[config.mk]
export PLATFORM = sky130hd
export DESIGN_NAME = uart_tx_arbiter
export DESIGN_NICKNAME = d
export VERILOG_FILES = /design/src/rtl/uart_tx_arbiter.sv
export SDC_FILE = /design/constraint.sdc
export NUM_CORES = 1
export LEC_CHECK = 0
export CAP_MARGIN = 40
export CORE_MARGIN = 2
export CORE_UTILIZATION = 30
export CTS_BUF_LIST = sky130_fd_sc_hd__clkbuf_4 sky130_fd_sc_hd__clkbuf_8 sky130_fd_sc_hd__clkbuf_16
export DETAILED_ROUTE_END_ITERATION = 16
export GPL_ROUTABILITY_DRIVEN = 0
export GPL_TIMING_DRIVEN = 0
export PLACE_DENSITY = 0.63
export SLEW_MARGIN = 20
export SYNTH_ARGS = -nofsm -noshare
export SYNTH_HDL_FRONTEND = slang
export SYNTH_SLANG_ARGS = --single-unit
[constraint.sdc]
create_clock -name clk -period 3.2 [get_ports clk]
set_clock_uncertainty 0.2 [all_clocks]
set_input_delay 0.8 -clock clk [delete_from_list [all_inputs] [get_ports clk]]
set_output_delay 0.8 -clock clk [all_outputs]
set_load 0.02 [all_outputs]
[src/rtl/uart_tx_arbiter.sv]
// uart_tx_arbiter: round-robin sharing of one UART transmitter between NREQ byte sources,
// with start strobe, busy tracking, busy-acknowledge timeout and inter-frame gap.
module uart_tx_arbiter #(
  parameter int NREQ         = 2,
  parameter int DW           = 8,
  parameter int BUSY_TIMEOUT = 16,
  parameter int GAP_CYCLES   = 4
) (
  input  logic               clk,
  input  logic               rst_n,
  input  logic [NREQ-1:0]    req,
  input  logic [NREQ*DW-1:0] req_data,
  output logic [NREQ-1:0]    ack,
  output logic [DW-1:0]      tx_data,
  output logic               tx_start,
  input  logic               tx_busy,
  output logic [2:0]         grant_id,
  output logic               active,
  output logic               err_timeout
);
  localparam int CMAX = (BUSY_TIMEOUT > GAP_CYCLES) ? BUSY_TIMEOUT : GAP_CYCLES;
  localparam int CW   = $clog2(CMAX + 1);
  typedef enum logic [2:0] {IDLE, START, WAIT_BUSY, WAIT_DONE, GAP} state_t;
  state_t        state, state_n;
  logic [CW-1:0] cnt, cnt_n;
  logic [2:0]    last, winner, idx;
  logic          found, grant, start_n, timeout;
  // Scan from the requester after the last winner, wrapping modulo NREQ.
  always_comb begin
    winner = '0;
    found  = 1'b0;
    idx    = '0;
    for (int i = 1; i <= NREQ; i++) begin
      idx = 3'((int'(last) + i) % NREQ);
      if (!found && |(req & (NREQ'(1) << idx))) begin
        winner = idx;
        found  = 1'b1;
      end
    end
  end
  always_comb begin
    state_n = state;
    cnt_n   = cnt;
    grant   = 1'b0;
    start_n = 1'b0;
    timeout = 1'b0;
    case (state)
      IDLE: begin
        grant   = found && !tx_busy;
        state_n = grant ? START : IDLE;
      end
      START: begin
        start_n = 1'b1;
        cnt_n   = '0;
        state_n = WAIT_BUSY;
      end
      WAIT_BUSY: begin
        timeout = !tx_busy && (cnt == CW'(BUSY_TIMEOUT - 1));
        cnt_n   = cnt + 1'b1;
        state_n = tx_busy ? WAIT_DONE : (timeout ? IDLE : WAIT_BUSY);
      end
      WAIT_DONE: begin
        cnt_n   = '0;
        state_n = tx_busy ? WAIT_DONE : ((GAP_CYCLES == 0) ? IDLE : GAP);
      end
      GAP: begin
        cnt_n   = cnt + 1'b1;
        state_n = (cnt == CW'(GAP_CYCLES - 1)) ? IDLE : GAP;
      end
      default: state_n = IDLE;
    endcase
  end
  always_ff @(posedge clk or negedge rst_n) begin
    if (!rst_n) begin
      state       <= IDLE;
      cnt         <= '0;
      last        <= 3'(NREQ - 1);
      ack         <= '0;
      tx_data     <= '0;
      tx_start    <= 1'b0;
      grant_id    <= '0;
      active      <= 1'b0;
      err_timeout <= 1'b0;
    end else begin
      state       <= state_n;
      cnt         <= cnt_n;
      tx_start    <= start_n;
      active      <= state_n != IDLE;
      ack         <= grant ? NREQ'(1) << winner : '0;
      err_timeout <= err_timeout | timeout;
      if (grant) begin
        last     <= winner;
        grant_id <= winner;
        tx_data  <= DW'(req_data >> (int'(winner) * DW));
      end
    end
  end
endmodule

## Yosys cells after proc, flatten, opt, wreduce, memory -nomap -nowiden

Cells that the tools add are included.
Widths: inputs -> output; s select.

- Shift-type cells: 4
- Bitwise operators: 5
- Multiplexer cells: 15
- Reductions and logical operators: 12
- Add/sub/neg operators: 3
- Equal/unequal tests: 6

Operators by type and width:

| operator | number |
|---|---|
| $shr 16x6->8 | 1 |
| $pmux 3 s5 | 1 |
| $mux 3 | 4 |
| $pmux 5 s2 | 1 |
| $shl 1x3->2 const A | 3 |
| $reduce_or 2->1 | 4 |
| $eq 3x2->1 const B | 2 |
| $mux 1 | 6 |
| $mux 2 | 3 |
| $add 5x1->5 const B | 1 |
| $eq 5x2->1 const B | 1 |
| $eq 5x4->1 const B | 1 |
| $and 2x2->2 | 2 |
| $eq 3x1->1 const B | 1 |
| $eq 3x3->1 const B | 1 |
| $logic_and 1x1->1 | 3 |
| $logic_not 3->1 | 1 |
| $reduce_bool 3->1 | 1 |
| $add 1x1->1 const B | 2 |
| $and 1x1->1 const A | 2 |
| $logic_not 1->1 | 2 |
| $reduce_bool 2->1 | 1 |
| $or 1x1->1 | 1 |

- Input bits: 21
- Register bits: 25
- Word-level logic and storage cells: 54

## Logic depth before layout (Yosys ltp)

Gate-level depths: netlist of the first run.

- Depth after elaboration: 13
- Depth in mapped cells: 6
- Mapped depth without buffers: 6

## Worst setup path after synthesis of the first run

Ideal clock, no wire load.

- Path type: input -> register
- Start: in req[1]
- End: reg tx_data[0]
- Library setup time: 125 ps
- Cell stages on the path: 4
- Slack: 1194 ps
- Data arrival time: 1681 ps
- Path through: a21boi_4 > buf_6 > mux2_4 > mux2_4

- Word-level cells in the longest chain between the ends: 8

RTL lines:

| item | RTL line | source |
|---|---|---|
| start: declaration | 11 | `input logic [NREQ-1:0] req,` |
| parallel branches: the longest is 8 deep, another holds $shr 16x6->8 | -- |  |
| end signal: assignment | 94 | `tx_data <= DW'(req_data >> (int'(winner) * DW));` |
| end: declaration | 14 | `output logic [DW-1:0] tx_data,` |

Several ways; the timed one is not identified.
A chain may end at the register's enable or synchronous reset.

## Worst setup path after layout of the first run

Same ends and word-level chain as after synthesis.

==> results of run 1 <==
power breakdown:
group	internal [uW]	switching (uW)
clock	86.9	95.6
combinational	466	392
sequential	424	99.2
total	977	586
state kept, by name (all words and copies together) (netlist names):
name / count
tx_start: 1
last: 1
tx_data: 8
cnt: 5
err_timeout: 1
state: 3
grant_id: 1
ack: 2
active: 1
cell usage after synthesis (all sizes together) (2+ instances only):
| library cell | number | area (um2) |
|---|---|---|
| a22oi | 2 | 15.0 |
| buf | 7 | 62.6 |
| ha | 2 | 25.0 |
| a21oi | 2 | 13.8 |
| inv | 3 | 11.3 |
| and2 | 2 | 12.5 |
| o21ai | 7 | 35.0 |
| nor2b | 2 | 12.5 |
| nor2 | 7 | 28.8 |
| xor2 | 2 | 17.5 |
| dfrtp | 22 | 551 |
| nand2 | 7 | 26.3 |
| mux2 | 19 | 270 |
per-layer routing:
metal	GRT usage [%]	wire [um]	vias to the layer above
li1	-	-	462
met1	15.8	1330	454
met2	18.9	1220	36
met3	3.90	231	0
met4	1.28	0	0
met5	0	0	-
cells in the final DEF, fill, tap and decap left out, types with 2 or more instances in the layout:
cell type | Yosys | routed
dfrtp_1 | 22 | 22
buf_8 | 1 | 2
nor2b_1 | 2 | 2
o21ai_0 | 7 | 7
buf_2 | 2 | 2
nor2_1 | 6 | 6
clkbuf_8 | 0 | 3
mux2_2 | 4 | 4
conb_1 | 1 | 2
a22oi_1 | 2 | 2
clkdlybuf4s50_1 | 0 | 34
buf_4 | 2 | 2
ha_1 | 2 | 2
nand2_1 | 7 | 7
buf_6 | 2 | 2
mux2_4 | 15 | 15
and2_1 | 2 | 2
inv_1 | 3 | 3
xor2_1 | 2 | 2
cell type report:
class / count / share of cell area, %
Buffer: 8 / 3.70
Clock buffer: 3 / 2.31
Inverter: 3 / 0.629
Sequential cell: 23 / 32.2
Timing Repair Buffer: 35 / 19.8
Tap cell: 52 / 3.63
Clock inverter: 1 / 0.280
Multi-Input combinational cell: 75 / 37.4
cells by family after synthesis:
kind of cell / count (synthesis) / share of synthesized area, %
xor+xnor: 2 / 1.33
compound gates: 19 / 12.3
mux: 20 / 21.2
other cells: 1 / 0.284
buf+inv: 11 / 5.88
fa+ha+maj: 2 / 1.90
simple gates: 30 / 13.4
flops: 23 / 43.7
worst max path at each step:
stage / start / end / slack (ps) / depth (start not counted)
floorplan: req[1] / tx_data[0]$_DFFE_PN0P_ / 1190 / 4
global placement: req[1] / tx_data[0]$_DFFE_PN0P_ / 620 / 5
detailed placement: req[1] / tx_data[0]$_DFFE_PN0P_ / 600 / 5
CTS: req[1] / tx_data[0]$_DFFE_PN0P_ / 890 / 5
global route: req[1] / tx_data[6]$_DFFE_PN0P_ / 840 / 5
finish: req[1] / tx_data[0]$_DFFE_PN0P_ / 890 / 5
stage by stage:
| stage | setup slack, ps | std cells | instance area, um2 |
|---|---|---|---|
| after floorplan | 1190 | 109 | 1320 |
| after global placement | 616 | 195 | 1730 |
| after detailed placement | 604 | 196 | 1740 |
| after CTS | 887 | 200 | 1790 |
| after global routing | 841 | 200 | 1790 |
| final | 890 | 200 | 1790 |
==> results.txt, run 1 <==
starting density of the core - 30.7%
critical path launch point type - input port
Synth Register Bits - 23
CTS H-tree lvls - 1
CTS resizes - 0
largest net degree at the start of global routing - 16
total power - 1560 uW
MaxCap Viol Count - 0
CORE AREA - 4290 um2
CP bufs+invs - 2
Post-CTS Hold Fix Bufs - 0
setup_tns - 0 ps
Crit path top cell by count - mux2_4
final hold vios - 0
Worst-Skew Late Latency - 260 ps
post-layout util - 41.7%
maximum clock frequency - 0.433 GHz
Total GRT Usage - 11.7%
post-synthesis sequential area ratio - 43.7%
share of cells above drive strength 1 - 27.0%
Die H - 70.3 um
EDFF count, synth - 0
Area Growth Syn to Fin - 35.6%
die area - 4950 um2
Peak VDD IR - 0.366 mV
GRT overflow - 0
hold crit path type - reg2reg
crit path max-delay cell type - clkdlybuf4s50_1
Pleak - 0.000790 uW
synth warn - 0
worst flop-to-flop path startpoint - cnt[0]$_DFFE_PN0P_
initial drt markers - 41
First-pass DRT Iterations - 4
delay-heaviest family, CP - buffers and inverters
CTS tree - built
outcome - finished clean
vias in the first global route - 1,016
IO Pins - 37
total CTS buffers - 3
Post CTS Setup Buffer Count - 0
Netlist Area Pre-Place - 1320 um2
RSZ-0062 raised after global routing - false
Worst Setup Path Type - in2reg
initial antenna violation count - 0
critical path arrival - 2260 ps
cell-by-cell trace of the critical path - clkdlybuf4s50_1 > a21boi_4 > buf_6 > mux2_4 > mux2_4
worst hold path depth - 1
maximum net fanout on the critical path - 10
Final nets - 172
Netlist cell types - 43
post-DP HPWL - 2.05 mm
r2r setup slk - 1410 ps
Hold Path Sink - err_timeout$_DFF_PN0_
Top FF cell, synth - dfrtp_1
Final Setup Violations - 0
critical path capture point type - flop
register area - 577 um2
Final Max Slew Viols - 0
Final ANT Viol Nets - 0
FILL cells - 406
PortBufs - 34
ANT cells - 0
drt drc - 0
Fin Hold WS - 283 ps
critical path required time - 3150 ps
Reg2Reg Depth - 6
Worst-path clk slew - 90 ps
vias per inst - 4.76
DRT Wirelength - 2.79 mm
first-pass GRT wire length - 4.77 mm
min-delay src - err_timeout$_DFF_PN0_
r2r endpoint - cnt[4]$_DFFE_PN0P_
Clock Sinks - 23
fin crit period - 2310 ps
Mean Syn Cell Area - 12.2 um2
Syn Inst Count - 108
ys async rst share - 100%
die width - 70.3 um
area of the multi-input gates - 669 um2
Crit path largest cell delay - 480 ps
Max Root-Sink Buffers - 2
Root Driver - clkbuf_8
Rows - 24
P per Cell Area - 873 nW/um2
DR WL/cell - 13.9 um
Tcrit/Tclk final - 72.2%
vias - 952
Power figures use the tool's default switching activity.
==> inputs of run 2 (changes only) <==
clock period = 2.25 ns   (was 3.2 ns; I/O delays follow)
==> results of run 2 <==
Same layout as run 1 (identical final DEF). Status: finished clean.
Main changes from that run: setup slack after placement 604 ps -> -109 ps; setup slack after layout 890 ps -> 177 ps; register-to-register setup slack 1410 ps -> 460 ps; total power 1560 uW -> 2220 uW; worst IR drop on VDD 0.366 mV -> 0.520 mV
==> inputs of run 3 (changes only) <==
clock period = 2 ns   (was 2.25 ns; I/O delays follow)
==> run 3 against run 2 <==
Net effect: non-clock buffer count grew 2; clock-buffer cell count unchanged; flip-flop and latch count stayed put; first-iteration DRC count shrank 27%; register-to-register slack worse by 250 ps; combinational power is 14% higher; core utilization is 0.58 points higher; critical endpoint unchanged.
==> results.txt, run 3 (same netlist as run 1, synthesis figures left out) <==
Worst Setup Path Type - in2reg (unchanged)
total CTS buffers - 3 (unchanged)
Total GRT Usage - 11.8% (was 11.7%)
Worst setup endpoint - tx_data[0]$_DFFE_PN0P_ (unchanged)
Biggest register - tx_data (unchanged)
maximum clock frequency - 0.510 GHz
Peak VDD IR - 0.583 mV (was 0.520 mV)
largest registers - tx_data x8, cnt x5, state x3 (unchanged)
Tcrit/Tclk final - 98.1%
FILL cells - 410 (was 406)
Final Setup Violations - 0 (unchanged)
fin crit period - 1960 ps
area of the multi-input gates - 672 um2 (was 669 um2)
Place WS - -296 ps (was -109 ps)
vias in the first global route - 1,022 (was 1,016)
critical path launch point type - input port (unchanged)
Root Driver - clkbuf_8 (unchanged)
GRT overflow - 0 (unchanged)
Max Root-Sink Buffers - 2 (unchanged)
Die H - 70.3 um (unchanged)
critical path required time - 1950 ps (was 2200 ps)
Final nets - 174 (was 172)
die area - 4950 um2 (unchanged)
initial drt markers - 30 (was 41)
share of cells above drive strength 1 - 28.7% (was 27.0%)
P per Cell Area - 1390 nW/um2 (was 1240 nW/um2)
post-DP HPWL - 2.05 mm (unchanged)
final hold vios - 0 (unchanged)
register area - 577 um2 (unchanged)
CTS tree - built (unchanged)
PortBufs - 34 (unchanged)
Worst Slack Setup Final - 37.5 ps (was 177 ps)
die width - 70.3 um (unchanged)
outcome - finished clean (unchanged)
Setup crit start - req[1] (unchanged)
commonest non-fill, non-tap cell in the layout - clkdlybuf4s50_1 (unchanged)
most frequent cells in the layout - 34 x clkdlybuf4s50_1, 22 x dfrtp_1, 15 x mux2_4 (unchanged)
vias - 953 (was 952)
MaxCap Viol Count - 0 (unchanged)
drt drc - 0 (unchanged)
IO Pins - 37 (unchanged)
vias per inst - 4.72 (was 4.76)
First-pass DRT Iterations - 4 (unchanged)
worst hold path depth - 1 (unchanged)
first-pass GRT wire length - 4.80 mm (was 4.77 mm)
worst flop-to-flop path startpoint - cnt[0]$_DFFE_PN0P_ (unchanged)
DRT Wirelength - 2.75 mm (was 2.79 mm)
hold crit path type - reg2reg (unchanged)
setup_tns - 0 ps (unchanged)
Worst-Skew Late Latency - 260 ps (about the same)
max reg flops - 8 (unchanged)
starting density of the core - 30.7% (unchanged)
Reg2Reg Depth - 6 (unchanged)
maximum net fanout on the critical path - 7 (was 10)
Rows - 24 (unchanged)
CTS H-tree lvls - 1 (unchanged)
Area Growth Syn to Fin - 37.5% (was 35.6%)
RSZ-0062 raised after global routing - true (was false)
Clock Sinks - 23 (unchanged)
uppermost layer routed - met3 (unchanged)
Fin Hold WS - 283 ps (about the same)
initial antenna violation count - 0 (unchanged)
Final Max Slew Viols - 0 (unchanged)
CORE AREA - 4290 um2 (unchanged)
critical path capture point type - flop (unchanged)
largest net degree at the start of global routing - 16 (unchanged)
Pleak - 0.000802 uW (was 0.000790 uW)
critical path arrival - 1920 ps (was 2020 ps)
post-layout util - 42.3% (was 41.7%)
Routed met2 length - 1.20 mm (was 1.22 mm)
Worst-path clk slew - 80 ps (was 90 ps)
DR WL/cell - 13.6 um (was 13.9 um)
metal3 WL - 227 um (was 231 um)
Met1 Routed Length - 1.32 mm (was 1.33 mm)
r2r endpoint - cnt[4]$_DFFE_PN0P_ (unchanged)
ANT cells - 0 (unchanged)
r2r setup slk - 210 ps (was 460 ps)
Final ANT Viol Nets - 0 (unchanged)
run 3: cell types whose count changed in the layout (fill, tap and decap cells not counted), sizes merged:
cell / change
buf: +2
run 3: cell type report:
| class | count | share of cell area (%) |
|---|---|---|
| buffer | 8 | 3.86 |
| clock buffer | 3 | 2.27 |
| clock inverter | 1 | 0.276 |
| inverter | 3 | 0.620 |
| multi-input combinational | 75 | 37.0 |
| sequential | 23 | 31.8 |
| tap | 52 | 3.58 |
| timing repair buffer | 37 | 20.6 |
run 3: timing repair:
action / in CTS / in global routing
endpoints found under the setup margin: 5 / 8
endpoints found under the hold margin: 0 / 0
gates resized for setup: 1 / 2
setup buffers: 1 / 1
hold buffers: 0 / 0
run 3: how the worst min path moves through the flow:
| stage | from | endpoint | slack [ps] |
|---|---|---|---|
| after floorplan | rst_n | ack[0]$_DFF_PN0_ | 4 |
| after global placement | err_timeout$_DFF_PN0_ | err_timeout$_DFF_PN0_ | 260 |
| after detailed placement | err_timeout$_DFF_PN0_ | err_timeout$_DFF_PN0_ | 260 |
| after CTS | err_timeout$_DFF_PN0_ | err_timeout$_DFF_PN0_ | 290 |
| after global routing | err_timeout$_DFF_PN0_ | err_timeout$_DFF_PN0_ | 320 |
| final | err_timeout$_DFF_PN0_ | err_timeout$_DFF_PN0_ | 280 |
run 3: per-layer routing:
metal | track usage, % | up-vias
met3 | 3.90 | 0
met4 | 1.28 | 0
met1 | 15.8 | 451
li1 | - | 468
met2 | 19.1 | 34
met5 | 0 | -
run 3: through the flow:
| stage | power, uW | instance area (um2) | instances |
|---|---|---|---|
| 3_3_place_gp | 2190 | 1730 | 195 |
| 2_1_floorplan | 1770 | 1320 | 109 |
| 4_1_cts | 2540 | 1800 | 201 |
| 6_report | 2520 | 1820 | 202 |
| 5_1_grt | 2700 | 1820 | 202 |
| 3_5_place_dp | 2230 | 1740 | 196 |
run 3: worst max-delay path: stages:
cell and delay [ps]:
clkdlybuf4s50_1 480, a21boi_4 220, buf_8 160, mux2_4 300, mux2_4 260
run 3: report_power, final:
group	internal, uW	total, uW	switching [uW]
sequential	679	840	162
combinational	759	1390	626
clock	139	293	154
